$ cat src/rtl/instr_encoder_pkg.sv
// Shared types and encoding constants for the LEGv8 instruction encoder / program loader.
// Optional feature macro: INSTR_ENCODER_RANGE_CHECK_EN (see instr_encoder.sv).
package instr_encoder_pkg;

  typedef enum logic [1:0] {
    FMT_LDUR = 2'b00,
    FMT_STUR = 2'b01,
    FMT_CBZ  = 2'b10,
    FMT_RSVD = 2'b11
  } fmt_e;

  typedef enum logic [1:0] {
    S_IDLE = 2'b00,
    S_FILL = 2'b01,
    S_FULL = 2'b10
  } state_e;

  localparam logic [10:0] OP_LDUR = 11'b11111000010;
  localparam logic [10:0] OP_STUR = 11'b11111000000;
  localparam logic [7:0]  OP_CBZ  = 8'b10110100;

  localparam int IMM_D_W  = 9;
  localparam int IMM_CB_W = 19;

endpackage

$ cat src/rtl/instr_encoder_pack.sv
// Combinational packer: decoded fields -> 32-bit LEGv8 word, plus format / immediate-range flags.
// Kept standalone so it can sit next to the sign-extend unit for round-trip checks.
module instr_pack
  import instr_encoder_pkg::*;
#(
  parameter int N = 64
) (
  input  fmt_e           fmt,
  input  logic [4:0]     rt,
  input  logic [4:0]     rn,
  input  logic [N-1:0]   imm,
  output logic [31:0]    word,
  output logic           range_ok,
  output logic           fmt_ok
);

  // An immediate fits in K signed bits when every bit from K-1 upward is a copy of the sign.
  logic [N-IMM_D_W:0]  d_hi;
  logic [N-IMM_CB_W:0] cb_hi;
  logic                d_fits;
  logic                cb_fits;

  assign d_hi    = imm[N-1:IMM_D_W-1];
  assign cb_hi   = imm[N-1:IMM_CB_W-1];
  assign d_fits  = (&d_hi) | ~(|d_hi);
  assign cb_fits = (&cb_hi) | ~(|cb_hi);

  always_comb begin
    word     = '0;
    range_ok = 1'b0;
    fmt_ok   = 1'b1;
    case (fmt)
      FMT_LDUR: begin
        word     = {OP_LDUR, imm[IMM_D_W-1:0], 2'b00, rn, rt};
        range_ok = d_fits;
      end
      FMT_STUR: begin
        word     = {OP_STUR, imm[IMM_D_W-1:0], 2'b00, rn, rt};
        range_ok = d_fits;
      end
      FMT_CBZ: begin
        word     = {OP_CBZ, imm[IMM_CB_W-1:0], rt};
        range_ok = cb_fits;
      end
      default: begin
        fmt_ok   = 1'b0;
      end
    endcase
  end

endmodule

$ cat src/rtl/instr_encoder.sv
// Boot/test program loader: encodes LDUR/STUR/CBZ beats and writes them to IMEM from address 0.
// Define INSTR_ENCODER_RANGE_CHECK_EN to reject out-of-range immediates instead of truncating them.
module instr_encoder
  import instr_encoder_pkg::*;
#(
  parameter  int N          = 64,
  parameter  int IMEM_DEPTH = 64,
  localparam int ADDR_W     = $clog2(IMEM_DEPTH)
) (
  input  logic              clk,
  input  logic              reset_n,
  input  logic              in_valid,
  output logic              in_ready,
  input  logic [1:0]        fmt,
  input  logic [4:0]        rt,
  input  logic [4:0]        rn,
  input  logic [N-1:0]      imm,
  input  logic              flush,
  output logic              wr_en,
  output logic [ADDR_W-1:0] wr_addr,
  output logic [31:0]       wr_data,
  output logic [ADDR_W:0]   count,
  output logic              full,
  output logic              err
);

  localparam logic [ADDR_W:0] LAST_COUNT = (ADDR_W+1)'(IMEM_DEPTH - 1);

  state_e              state_reg, state_next;
  logic [ADDR_W:0]     count_reg;
  logic                wr_en_reg;
  logic [ADDR_W-1:0]   wr_addr_reg;
  logic [31:0]         wr_data_reg;
  logic                err_reg;

  logic [31:0]         packed_word;
  logic                range_ok;
  logic                fmt_ok;
  logic                writable;
  logic                accept;
  logic                do_write;
  logic                do_reject;

  instr_pack #(.N(N)) u_pack (
    .fmt      (fmt_e'(fmt)),
    .rt       (rt),
    .rn       (rn),
    .imm      (imm),
    .word     (packed_word),
    .range_ok (range_ok),
    .fmt_ok   (fmt_ok)
  );

`ifdef INSTR_ENCODER_RANGE_CHECK_EN
  assign writable = fmt_ok && range_ok;
`else
  logic unused_range_ok;
  assign unused_range_ok = range_ok;
  assign writable        = fmt_ok;
`endif

  // Flush overrides a coincident handshake: the beat is dropped, not written.
  assign accept    = in_valid && in_ready && !flush;
  assign do_write  = accept && writable;
  assign do_reject = accept && !writable;

  always_ff @(posedge clk or negedge reset_n) begin
    if (!reset_n) begin
      state_reg <= S_IDLE;
    end else begin
      state_reg <= state_next;
    end
  end

  always_comb begin
    state_next = state_reg;
    if (flush) begin
      state_next = S_IDLE;
    end else if (do_write) begin
      state_next = (count_reg == LAST_COUNT) ? S_FULL : S_FILL;
    end
  end

  always_comb begin
    in_ready = (state_reg != S_FULL);
    full     = (state_reg == S_FULL);
  end

  always_ff @(posedge clk or negedge reset_n) begin
    if (!reset_n) begin
      count_reg   <= '0;
      wr_en_reg   <= 1'b0;
      wr_addr_reg <= '0;
      wr_data_reg <= '0;
      err_reg     <= 1'b0;
    end else begin
      wr_en_reg <= do_write;
      if (flush) begin
        count_reg <= '0;
        err_reg   <= 1'b0;
      end else begin
        if (do_write) begin
          wr_addr_reg <= count_reg[ADDR_W-1:0];
          wr_data_reg <= packed_word;
          count_reg   <= count_reg + 1'b1;
        end
        if (do_reject) begin
          err_reg <= 1'b1;
        end
      end
    end
  end

  assign wr_en   = wr_en_reg;
  assign wr_addr = wr_addr_reg;
  assign wr_data = wr_data_reg;
  assign count   = count_reg;
  assign err     = err_reg;

endmodule

$ cat config.mk
export PLATFORM = sky130hd
export DESIGN_NAME = instr_encoder
export DESIGN_NICKNAME = d
export VERILOG_FILES = /design/src/rtl/instr_encoder_pkg.sv /design/src/rtl/instr_encoder_pack.sv /design/src/rtl/instr_encoder.sv
export SDC_FILE = /design/constraint.sdc
export NUM_CORES = 1
export LEC_CHECK = 0
export CORE_MARGIN = 4
export CORE_UTILIZATION = 25
export DETAILED_ROUTE_END_ITERATION = 7
export GPL_TIMING_DRIVEN = 0
export SYNTH_ARGS = -nofsm -noshare
export SYNTH_HDL_FRONTEND = slang
export SYNTH_HIERARCHICAL = 1
export SYNTH_SLANG_ARGS = --single-unit
$ cat constraint.sdc
create_clock -name clk -period 2.4 [get_ports clk]
set_clock_uncertainty 0.2 [all_clocks]
set_input_delay 0.6 -clock clk [delete_from_list [all_inputs] [get_ports clk]]
set_output_delay 0.6 -clock clk [all_outputs]
set_load 0.03 [all_outputs]
==> flow_metrics.tcl, run 1 <==
set metrics [dict create \
    areaGrowthSynthToFinish_pct 47.9 \
    io_pins 129 \
    grt_pass1_wl_um 9090 \
    first_global_vias 1792 \
    cts-root-buf "clkbuf_8" \
    htree_levels 2 \
    cts_tree "built" \
    ir_drop_mv 0.252 \
    largest_register_ffs 32 \
    antenna_found_initial 0 \
    finalWorstSetupSlack_ns 0.149 \
    cp_slowest_cell "clkdlybuf4s50_1" \
    setup_viol 0 \
    clock_latency_ns 0.29 \
    drcViolationCount 0 \
    slew_violations 0 \
    fin_nets 348 \
    maxCapViolations 0 \
    fillers 889 \
    rows 34 \
    place.gp.congestion 0.743 \
    grt_overflow 0 \
    coreArea_um2 8720 \
    io_buffers 83 \
    initial_core_util_pct 25.7 \
    worst-setup-path-type "reg2out" \
    finish.utilization_pct 38.0 \
    hold_class "in2async" \
    fin_crit_ns 2.25 \
    drt_iter0_drc 16 \
    cts_made_buffers 5 \
    worstPathRequired_ns 1.60 \
    grt_max_degree 33 \
    cp_num_buf_inv 1 \
    dieHeight_um 103 \
    drive_gt1_share_pct 26.3 \
    die_width_um 103 \
    ant_nets 0 \
    p_per_area_nw_per_um2 640 \
    drt-wirelength-per-cell_um 15.2 \
    avgSynthCellArea_um2 12.8 \
    via_per_inst 4.55 \
    die-area_um2 10500 \
    post_cts_buffers 0 \
    crit_arrival_ns 1.45 \
    via_count 1701 \
    clock_sinks 49 \
    cpLargestDelayFamily "buffers and inverters" \
    fin_crit_sh_pct 93.8 \
    hold_violations 0 \
    dp_hpwl_um 4130 \
    critical_path.max_stage_delay_ns 0.71 \
    end_kind "output pin" \
    outcome "completed" \
    drtPass1Iterations 4 \
    post-place-ws_ns -0.396 \
    p_leak_nw 1.42 \
    rsz0062_at_grt "no" \
    max_freq_mhz 444 \
    clockBufferDepth 2 \
    netlist_area_um2 2240 \
    start_kind "register" \
    final_cells 374 \
    wl_um 5690 \
    antenna_cells 0 \
    r2r.worst_path.cells 4 \
    path_max_fanout 6 \
    cp_cell_sequence "clkdlybuf4s50_1" \
    grt_usage_pct 10.9 \
    cp.depth 1 \
    ys_warn_count 6 \
    path_clk_slew_ns 0.09 \
    place_inst 368 \
    netlist_instances 175 \
]
==> worst paths after layout <==
check	start	endpoint	slack, ns
worst max-delay path	count[0]	count[0]	0.15
max in group asynchronous	reset_n	state_reg[1]	1.43
worst min register to register	wr_data[18]	wr_data[18]	0.31
worst max register to register	count[0]	count[6]	0.50
min in group clk	wr_data[18]	wr_data[18]	0.31
worst min-delay path	reset_n	wr_data[6]	0.04
==> timing repair <==
item	CTS	global route
pin swaps	0	0
setup endpoints to repair	34	33
gates resized for setup	8	4
hold buffers	0	0
==> through the flow <==
step	instance area, um^2	total power, mW	hold WS (ns)	setup TNS [ns]
3_3_place_gp	3210	1.68	0.289	-62.88
6_report	3320	2.12	0.0412	0
4_1_cts	3310	2.16	0.0427	0
5_1_grt	3320	2.24	0.0584	0
2_1_floorplan	2250	1.36	0.104	0
3_5_place_dp	3230	1.69	0.295	-13.48
==> where the power goes <==
group	total, mW	internal [mW]	switching, mW
Sequential	0.979	0.927	0.0526
Combinational	0.688	0.332	0.356
Clock	0.456	0.193	0.264
Total	2.12	1.45	0.672
==> final cells by class <==
type / instances / area [um^2] / area share (%)
well taps: 108 / 135 / 4.07
repair buffers: 84 / 841 / 25.3
inverters: 8 / 36.3 / 1.09
clock inverters: 1 / 5.00 / 0.151
clock buffers: 5 / 68.8 / 2.07
multi-input cells: 106 / 911 / 27.5
plain buffers: 13 / 93.8 / 2.83
flip-flops and latches: 49 / 1230 / 37.0
==> layout by cell type, fill, tap and decap left out, drive strengths merged <==
cell           instances
nor4                   1
clkinvlp               1
a22o                  13
nand2                  6
or3                    1
o221a                  1
or4                    3
clkinv                 1
clkbuf                 9
nor3                   1
buf                   12
dlymetal6s2s           1
o21ai                  3
conb                   2
nor2                   5
nand3                  6
o31ai                  4
dlygate4sd2            2
and2                   9
inv                    7
clkdlybuf4s50         78
a31oi                  1
a21oi                  5
mux2                  40
nor2b                  3
dfrtp                 49
o311ai                 1
ha                     1
==> metal layers <==
| layer | GRT usage [%] | part of all wire [%] |
|---|---|---|
| met5 | 0 | 0 |
| met4 | 2.42 | 0.86 |
| met3 | 3.32 | 7.8 |
| met2 | 17.3 | 44 |
| met1 | 14.7 | 47 |
No activity file was read; power rests on OpenSTA's default activity.
==> run 2, diff against run 1 <==
- GPL_TIMING_DRIVEN: 0 -> default
==> run 2 against run 1 <==
  * Final cell count is 1.9% higher
  * Die area is the same
  * Register-to-register slack about the same
  * Sequential share of layout area shrank 0.64 points
  * Via count is 1.0% higher
  * Fmax fell by 1.8%
  * Critical path depth unchanged
  * Flip-flop and latch count is the same
  * Largest cell class unchanged
  * Largest power group unchanged
==> flow_metrics.tcl, run 2 (synthesized netlist as in run 1, its figures left out) <==
set metrics [dict create \
    drive_gt1_share_pct 26.7 \
    antenna_found_initial 0 \
    htree_levels 2 \
    cpLargestDelayFamily "buffers and inverters" \
    maxCapViolations 0 \
    cts-root-buf "clkbuf_8" \
    finish.utilization_pct 38.7 \
    multi_input_area_um2 897 \
    critical_path.max_stage_delay_ns 0.73 \
    die_width_um 103 \
    cts_tree "built" \
    coreArea_um2 8720 \
    fin_nets 354 \
    fillers 855 \
    cp_num_buf_inv 1 \
    io_buffers 83 \
    first_global_vias 1680 \
    worstPathRequired_ns 1.60 \
    drt_iter0_drc 21 \
    grt_max_degree 34 \
    rows 34 \
    largest_register_ffs 32 \
    hold_class "reg2reg" \
    via_per_inst 4.51 \
    dieHeight_um 103 \
    clock_latency_ns 0.29 \
    ir_drop_mv 0.230 \
    grt_pass1_wl_um 8470 \
    ant_nets 0 \
    crit_arrival_ns 1.49 \
    antenna_cells 0 \
    place.gp.congestion 0.756 \
    grt_usage_pct 10.3 \
    cts_made_buffers 5 \
    fin_crit_sh_pct 95.4 \
    clockBufferDepth 2 \
    max_freq_mhz 437 \
    p_leak_nw 1.46 \
    path_max_fanout 6 \
    dp_hpwl_um 3980 \
    finalWorstSetupSlack_ns 0.109 \
    areaGrowthSynthToFinish_pct 50.6 \
    clock_sinks 49 \
    fin_tns_setup_ns 0 \
    initial_core_util_pct 25.7 \
    path_clk_slew_ns 0.09 \
    grt_overflow 0 \
    start_kind "register" \
    cp_cell_sequence "clkdlybuf4s50_1" \
    io_pins 129 \
    outcome "completed" \
    fin_crit_ns 2.29 \
    post-place-ws_ns -0.117 \
    drt-wirelength-per-cell_um 14.3 \
    cp_slowest_cell "clkdlybuf4s50_1" \
    hold_violations 0 \
    hold-worst-slack_ns 0.310 \
    worst-setup-path-type "reg2out" \
    rsz0062_at_grt "no" \
    slew_violations 0 \
    final_common_cell "clkdlybuf4s50_1" \
    drcViolationCount 0 \
    wl_um 5450 \
    die-area_um2 10500 \
    drtPass1Iterations 4 \
    end_kind "output pin" \
    p_per_area_nw_per_um2 639 \
    setup_viol 0 \
    seqCellArea_um2 1230 \
    via_count 1718 \
    final_cell_mix "clkdlybuf4s50_1, dfrtp_1, mux2_2" \
]
## run 2: cell types whose count changed in the layout (fill, tap and decap cells not counted), sizes merged
cell	delta
buf	+8
clkbuf	-2
clkdlybuf4s50	+2
clkinvlp	-1
dlygate4sd3	+1
dlymetal6s2s	-1
## run 2: per-stage QoR
| step | std cells | instance area, um^2 | total power, mW |
|---|---|---|---|
| floorplan | 176 | 2250 | 1.36 |
| global placement | 371 | 3270 | 1.69 |
| detailed placement | 371 | 3270 | 1.70 |
| CTS | 379 | 3360 | 2.21 |
| global route | 381 | 3380 | 2.28 |
| finish | 381 | 3380 | 2.16 |
## run 2: power by group
group          switching (mW)  internal (mW)  total (mW)
registers              0.0510          0.927       0.978
clock network           0.259          0.229       0.488
logic                   0.351          0.342       0.693
total                   0.661           1.50        2.16
## run 2: final cells by class
cell class | count | area share, %
multi-input cells | 106 | 26.6
repair buffers | 103 | 29.7
inverters | 8 | 0.890
flip-flops and latches | 49 | 36.3
well taps | 108 | 4.00
clock buffers | 7 | 2.56
## run 2: per-layer routing
metal	GRT usage [%]	up-vias	wire length, um
li1	-	815	-
met1	13.1	838	2490
met2	17.4	63	2560
met3	3.25	2	374
met4	2.12	0	19
met5	0	-	0
## run 2: worst paths after layout
path,from,endpoint,slack (ns),depth (start not counted)
max,count[3],count[3],0.11,1
min,wr_data[6],wr_data[6],0.31,1
max reg2reg,state_reg[1],count[6],0.51,4
min reg2reg,wr_data[6],wr_data[6],0.31,1
max in group asynchronous,reset_n,wr_addr[0],0.91,3
min in group asynchronous,reset_n,wr_data[2],0.54,2
## run 2: repair_timing
action	CTS	global route
setup buffers	0	2
gates resized for setup	2	0
pin swaps	0	0
hold buffers	1	0
setup endpoints to repair	2	1
hold endpoints to repair	8	0
